==> config.mk <==
export PLATFORM = sky130hd
export DESIGN_NAME = rgmii_rx_adapt
export DESIGN_NICKNAME = d
export VERILOG_FILES = /design/src/rtl/rgmii_pkg.sv /design/src/rtl/rgmii_inband_status.sv /design/src/rtl/rgmii_rx_adapt.sv
export SDC_FILE = /design/constraint.sdc
export NUM_CORES = 1
export LEC_CHECK = 0
export CORE_AREA = 8 8 128 130
export DETAILED_ROUTE_END_ITERATION = 7
export DIE_AREA = 0 0 136 138
export SLEW_MARGIN = 20
export SYNTH_ARGS = -nofsm -noshare
export SYNTH_HDL_FRONTEND = slang
export SYNTH_SLANG_ARGS = --single-unit
==> constraint.sdc <==
create_clock -name i_clk -period 7.3 [get_ports i_clk]
set_input_delay 1.825 -clock i_clk [delete_from_list [all_inputs] [get_ports i_clk]]
set_output_delay 1.825 -clock i_clk [all_outputs]
set_load 0.01 [all_outputs]
==> src/rtl/rgmii_pkg.sv <==
// Shared encodings for the RGMII receive adapter: speed codes, framing nibbles/bytes and FSM states.
package rgmii_pkg;

  localparam logic [1:0] SPD_10    = 2'b00;
  localparam logic [1:0] SPD_100   = 2'b01;
  localparam logic [1:0] SPD_1000  = 2'b10;

  localparam logic [7:0] SFD_BYTE  = 8'hD5;
  localparam logic [3:0] PRE_NIB   = 4'h5;
  localparam logic [3:0] SFD_NIB   = 4'hD;
  localparam logic [3:0] FC_NIB    = 4'hE;

  // Both DDR ctrl bits low: no DV and no error, i.e. normal inter-frame.
  localparam logic [1:0] CTRL_IDLE = 2'b00;

  typedef enum logic [1:0] {
    ST_IDLE,
    ST_PRE,
    ST_DATA
  } state_t;

  // 11 is not a legal RGMII speed and is handled as gigabit.
  function automatic logic is_gig(input logic [1:0] spd);
    return !(spd == SPD_10 || spd == SPD_100);
  endfunction

endpackage

==> src/rtl/rgmii_inband_status.sv <==
// RGMII in-band link status decode: a candidate nibble is accepted after two identical idle samples.
module rgmii_inband_status
  import rgmii_pkg::*;
(
  input  logic       i_clk,
  input  logic       i_rst,
  input  logic       i_idle,
  input  logic [1:0] i_ctrl,
  input  logic [3:0] i_nib,
  output logic       o_link_up,
  output logic [1:0] o_link_speed,
  output logic       o_link_duplex
);

  logic [3:0] r_cand;
  logic       r_match_cnt;

  always_ff @(posedge i_clk or posedge i_rst) begin
    if (i_rst) begin
      r_cand        <= '0;
      r_match_cnt   <= 1'b0;
      o_link_up     <= 1'b0;
      o_link_speed  <= SPD_10;
      o_link_duplex <= 1'b0;
    end else if (i_idle && i_ctrl == CTRL_IDLE) begin
      r_cand      <= i_nib;
      r_match_cnt <= 1'b1;
      // candidate nibble layout: {duplex, speed[1:0], link}
      if (r_match_cnt && r_cand == i_nib) begin
        o_link_up     <= i_nib[0];
        o_link_speed  <= i_nib[2:1];
        o_link_duplex <= i_nib[3];
      end
    end else begin
      r_match_cnt <= 1'b0;
    end
  end

endmodule

==> src/rtl/rgmii_rx_adapt.sv <==
// Speed-adaptive RGMII receive adapter: DDR nibble pairs in, framed byte stream with
// error/length reporting and in-band link status out.
//
// state   | meaning
// --------+--------------------------------------------------------------
// ST_IDLE | inter-frame; speed latched, false carrier and in-band status
// ST_PRE  | inside preamble, hunting for the SFD
// ST_DATA | payload; bytes pass through a one-byte hold stage
module rgmii_rx_adapt
  import rgmii_pkg::*;
#(
  parameter bit P_STRIP_PREAMBLE = 1'b1,
  parameter int P_MAX_FRAME      = 1522,
  parameter int P_LEN_W          = 16
) (
  input  logic               i_clk,
  input  logic               i_rst,
  input  logic [1:0]         i_speed,
  input  logic [7:0]         i_ddr_data,
  input  logic [1:0]         i_ddr_ctrl,
  output logic [7:0]         o_rx_data,
  output logic               o_rx_valid,
  output logic               o_rx_last,
  output logic               o_rx_err,
  output logic [P_LEN_W-1:0] o_rx_len,
  output logic               o_false_carrier,
  output logic               o_link_up,
  output logic [1:0]         o_link_speed,
  output logic               o_link_duplex
);

  state_t             r_state;
  logic [1:0]         r_mode;
  logic               r_phase;
  logic [3:0]         r_lo_nib;
  logic [3:0]         r_prev_nib;
  logic [7:0]         r_hold;
  logic               r_hold_v;
  logic               r_err;
  logic [P_LEN_W-1:0] r_len;

  logic               w_dv;
  logic               w_er;
  logic [3:0]         w_nib;
  logic               w_gig;
  logic               w_byte_done;
  logic [7:0]         w_byte;
  logic [P_LEN_W-1:0] w_len_inc;
  logic               w_over;
  logic               w_sfd;

  assign w_dv        = i_ddr_ctrl[0];
  assign w_er        = i_ddr_ctrl[0] ^ i_ddr_ctrl[1];
  assign w_nib       = i_ddr_data[3:0];
  // In idle the live speed input is used so a frame's first cycle already assembles correctly.
  assign w_gig       = is_gig((r_state == ST_IDLE) ? i_speed : r_mode);
  assign w_byte_done = w_dv && (w_gig || r_phase);
  assign w_byte      = w_gig ? i_ddr_data : {w_nib, r_lo_nib};
  assign w_len_inc   = (r_len == '1) ? r_len : r_len + 1'b1;
  assign w_over      = 32'(w_len_inc) > 32'(P_MAX_FRAME);
  assign w_sfd       = w_gig ? (i_ddr_data == SFD_BYTE)
                             : (r_prev_nib == PRE_NIB && w_nib == SFD_NIB);

  always_ff @(posedge i_clk or posedge i_rst) begin
    if (i_rst) begin
      r_state         <= ST_IDLE;
      r_mode          <= SPD_1000;
      r_phase         <= 1'b0;
      r_lo_nib        <= '0;
      r_prev_nib      <= '0;
      r_hold          <= '0;
      r_hold_v        <= 1'b0;
      r_err           <= 1'b0;
      r_len           <= '0;
      o_rx_data       <= '0;
      o_rx_valid      <= 1'b0;
      o_rx_last       <= 1'b0;
      o_rx_err        <= 1'b0;
      o_rx_len        <= '0;
      o_false_carrier <= 1'b0;
    end else begin
      o_rx_valid      <= 1'b0;
      o_rx_last       <= 1'b0;
      o_rx_err        <= 1'b0;
      o_false_carrier <= 1'b0;
      case (r_state)
        ST_IDLE: begin
          r_mode          <= i_speed;
          r_phase         <= 1'b0;
          r_hold_v        <= 1'b0;
          r_err           <= 1'b0;
          r_len           <= '0;
          r_prev_nib      <= w_nib;
          o_false_carrier <= !w_dv && w_er && (w_nib == FC_NIB);
          if (w_dv) begin
            if (P_STRIP_PREAMBLE) begin
              r_state <= ST_PRE;
            end else begin
              r_state <= ST_DATA;
              if (w_gig) begin
                r_hold   <= i_ddr_data;
                r_hold_v <= 1'b1;
              end else begin
                r_lo_nib <= w_nib;
                r_phase  <= 1'b1;
              end
            end
          end
        end
        ST_PRE: begin
          r_prev_nib <= w_nib;
          if (!w_dv) begin
            r_state <= ST_IDLE;
          end else begin
            if (w_er) r_err <= 1'b1;
            if (w_sfd) begin
              r_state <= ST_DATA;
              r_phase <= 1'b0;
            end
          end
        end
        ST_DATA: begin
          if (w_dv) begin
            if (w_er) r_err <= 1'b1;
            if (!w_gig) begin
              r_phase <= !r_phase;
              if (!r_phase) r_lo_nib <= w_nib;
            end
            if (w_byte_done) begin
              r_hold   <= w_byte;
              r_hold_v <= 1'b1;
              if (r_hold_v) begin
                o_rx_valid <= 1'b1;
                o_rx_data  <= r_hold;
                o_rx_len   <= w_len_inc;
                r_len      <= w_len_inc;
                if (w_over) r_err <= 1'b1;
              end
            end
          end else begin
            r_state <= ST_IDLE;
            // A pending half byte at dv fall is a dribble nibble: dropped and flagged.
            if (r_hold_v) begin
              o_rx_valid <= 1'b1;
              o_rx_last  <= 1'b1;
              o_rx_data  <= r_hold;
              o_rx_len   <= w_len_inc;
              o_rx_err   <= r_err || r_phase || w_over;
            end
          end
        end
        default: r_state <= ST_IDLE;
      endcase
    end
  end

  rgmii_inband_status u_inband (
    .i_clk         (i_clk),
    .i_rst         (i_rst),
    .i_idle        (r_state == ST_IDLE),
    .i_ctrl        (i_ddr_ctrl),
    .i_nib         (w_nib),
    .o_link_up     (o_link_up),
    .o_link_speed  (o_link_speed),
    .o_link_duplex (o_link_duplex)
  );

endmodule

==> results list <==
* Result of the run: completed
- Total track usage: 0.0926
- The detailed router finished its first iteration with 199 violations.
- Total Negative Setup Slacks: 0 ns
- STA puts the critical path data arrival time at 4.78 ns.
* Kind of launch point of the worst setup path: primary input
* Leakage Power: 0.00198 µW
- The slowest stage of the critical path belongs to the cell nor2_1.
- Ports: 46
* X dimension of the die: 136 µm
- Number of antenna violations at the first check in global routing: 0
* Worst rel slew slack: 0.317
- For this run, the detailed router's first-pass iteration total came to 4.
- Of the total power, combinational logic draws 0.277.
* Max incr delay on CP: 0.81 ns
- Detailed placement finished with a half-perimeter wire length of 5.73 mm.
- Fraction of layout cells with a size suffix above 1: 0.118
- From bottom edge to top edge, the die measures 138 µm.
- The number of nets handed over by synthesis was 387.
* Number of maximum-capacitance constraint violations: 0
- For this run, the top clock speed supported by timing is 222 MHz.
* PortBufs: 44
* Source of the critical timing path: i_speed[1]
- Required time at the endpoint of the critical path: 7.56 ns
- Of the total power, the share spent switching nets is 0.307.
* Synth-to-Final Area Change: 24.2%
* Most common library cell in the layout ignoring fill and taps: dfrtp_1
- Crit path buf inv count: 2
* Cell chain of the critical path: clkdlybuf4s50_1 > mux2i_1 > inv_2 > nor2_1 > or3_1 > nor2_4 > nor2_1 > o21bai_1 > a32o_1
- Most frequent cell on the critical path: nor2_1
- Dominant delay contributor by cell family on the critical path: simple AND/OR/NAND/NOR gates
- After synthesis the netlist holds a flip-flop and latch count of 75.
- The synthesized netlist contains 49 unique library cells.
* Maximum net fanout on the critical path: 19
- Clock root cell: clkbuf_16
- Largest vdd supply drop: 0.000119 V
- Ratio of routed vias to standard cells: 4.55
* Diode insertion count for antenna repair: 0
- Via count: 2,693
* Hold Violations, Final: 0
- In this run, CTS created clock tree buffers numbering 9.
- Count of flip-flops with a built-in enable after synthesis: 0
- For this run, the post-layout net count is 425.
- The clock drives 75 sinks.
- The worst register-to-register path begins at r_state[0].
- Ys flop type: dfrtp_1
- Deepest level of the CTS H-tree: 3
- Shortest period the worst path allows: 4.51 ns
* Mean Syn Cell Area: 10.0 µm²
- The filler cells instantiated in the layout total 1,459.
- Total power after layout: 1400 µW
- Fraction of the core area covered by cells at the end of the flow: 0.319
- Share of synthesized area occupied by flip-flops and latches: 0.511
* Clock network fraction of design power: 0.310
* Share of the clock period used by the worst path: 0.618
* Congestion Overflow GR: 0
* Residual DRC count: 0
* Number of hold buffers added after cts: 0
- The analysis attributes to net switching a power of 430 µW.
- The clock passes through at most 2 buffers.
* Worst Path Class, Setup: primary input to register
* Setup crit end kind: register
* Number of placement rows: 44
- Wire length of the first global-routing pass: 14.1 mm
* Worst-skew pair later-pin latency: 0.33 ns
- Synthesis produced a netlist whose cell count is 366.
- Design internal power: 969 µW
- Final antenna-violating net count: 0
* Startpoint of the worst hold path: r_hold[6]
* Least-Margin Pin Slew: 1.02 ns
- The die covers 18,800 µm².
- Setup repair after global routing left no endpoint under its margin.
* Power per cell area: 307 nW/µm²
- Flop pwr share: 0.413
- TritonCTS clock tree: done
- Detailed Route WL: 8.21 mm
- Gp weighted congestion: 0.828
- YS warnings: 0
- Cell area after synthesis: 3670 µm²
- The region available for standard cell placement spans 14,300 µm².
* Initial core utilization: 0.257
- Between clock sinks in the finished design, the worst skew comes to 0.00771 ns.
- Clk slew on worst S/H paths: 0.06 ns
- The library cells used most frequently in the layout, excluding fill and tap cells, are dfrtp_1 (74), nand2_1 (68), clkdlybuf4s50_1 (44), o21ai_0 (38), nor2_1 (23).
- Post-CTS repair changed the size of 0 cells.
- Entering global routing, the biggest net connects 76 pins.
- Wire per inst: 13.9 µm
- Worst path setup slack after routing: 2.79 ns
- The number of global-route vias before repair came to 2,775.
- Post-CTS setup buffer count: 0
- In this run the worst hold path is classified as register to register.
* Pre-CTS setup slack: 2.44 ns
- In the synthesized netlist the async set-or-reset flop fraction comes to 1.00.
- # setup viols final: 0
- Total count of max-transition violations in the final report: 0
## worst reg2reg max path, cell delays in order (launching register included)
cell,delay (ns)
dfrtp_1,0.40
inv_1,0.12
ha_1,0.33
mux2i_1,0.37
inv_2,0.20
nor2_1,0.19
or3_1,0.48
nor2_4,0.14
nor2_1,0.81
o21bai_1,0.26
a32o_1,0.17
## area by class of cell
type,count,area [µm²],area share
clock buffers,9,225,0.0493
flip-flops and latches,75,1880,0.411
well taps,184,230,0.0504
clock inverters,6,66.3,0.0145
repair buffers,46,455,0.0998
inverters,14,52.6,0.0115
multi-input cells,258,1660,0.363
## cells in the mapped netlist, types with 2 or more instances
cell | n | share of area
xnor2_1 | 3 | 0.0072
buf_2 | 4 | 0.0054
a31oi_1 | 3 | 0.0051
dfrtp_1 | 74 | 0.50
xnor2_2 | 2 | 0.0089
a21oi_1 | 11 | 0.015
or3_1 | 3 | 0.0051
a32o_1 | 2 | 0.0054
buf_4 | 3 | 0.0061
mux2_2 | 16 | 0.049
o31a_1 | 2 | 0.0048
nor4_1 | 3 | 0.0051
xor2_1 | 8 | 0.019
and2_1 | 2 | 0.0034
nand2_1 | 68 | 0.069
nand4_1 | 4 | 0.0068
nand3_2 | 2 | 0.0054
nor3_1 | 8 | 0.011
clkbuf_1 | 12 | 0.012
inv_1 | 13 | 0.013
o21ai_0 | 38 | 0.052
o21bai_1 | 2 | 0.0041
nor4bb_1 | 2 | 0.0054
nor3b_1 | 2 | 0.0041
mux2i_1 | 14 | 0.038
nand3_1 | 5 | 0.0068
nor2_1 | 23 | 0.023
o31ai_1 | 7 | 0.014
ha_1 | 7 | 0.024
and3_1 | 2 | 0.0034
or2_1 | 3 | 0.0051
## power by group through the flow
stage	Sequential [µW]	Clock (µW)	Combinational, µW
2_1_floorplan	587	0	260
3_3_place_gp	581	0	384
3_5_place_dp	587	0	394
4_1_cts	580	447	395
5_1_grt	593	463	439
6_report	578	433	388
## state kept, by name (all words and copies together), names as in the netlist, 2 cells and up
| register | cells |
|---|---|
| r_state | 2 |
| r_lo_nib | 4 |
| u_inband.o_link_speed | 2 |
| u_inband.r_cand | 4 |
| o_rx_len | 16 |
| r_prev_nib | 4 |
| r_len | 16 |
| o_rx_data | 8 |
| r_hold | 8 |
## final timing paths
kind                                     end  slack [ns]  cells past startpoint
worst max-delay path                r_len[1]        2.79                      9
worst min-delay path            o_rx_data[6]        0.47                      2
worst max register to register      r_len[1]        3.78                     10
worst min register to register  o_rx_data[6]        0.47                      2
max in group asynchronous          r_len[11]        4.58                      3
min in group asynchronous       o_rx_data[5]        2.09                      3
## per-layer routing
metal	vias to the layer above	global-route usage	share of wire
met5	-	0	0
met3	6	0.0286	0.053
met4	0	0.0416	0.010
met1	1294	0.112	0.44
li1	1347	-	-
met2	46	0.147	0.50
## metrics by stage
stage / cells / area, µm² / hold slack, ns
2_1_floorplan: 366 / 3670 / 0.439
5_1_grt: 592 / 4560 / 0.490
3_3_place_gp: 577 / 4270 / 0.454
3_5_place_dp: 577 / 4270 / 0.457
6_report: 592 / 4560 / 0.465
4_1_cts: 592 / 4560 / 0.473
## logic make-up after synthesis
group / share of synthesized area
xor+xnor: 0.0351
buf+inv: 0.0381
simple gates: 0.186
flops: 0.511
compound gates: 0.119
mux: 0.0872
fa+ha+maj: 0.0238
(Power assumes the default switching activity.)
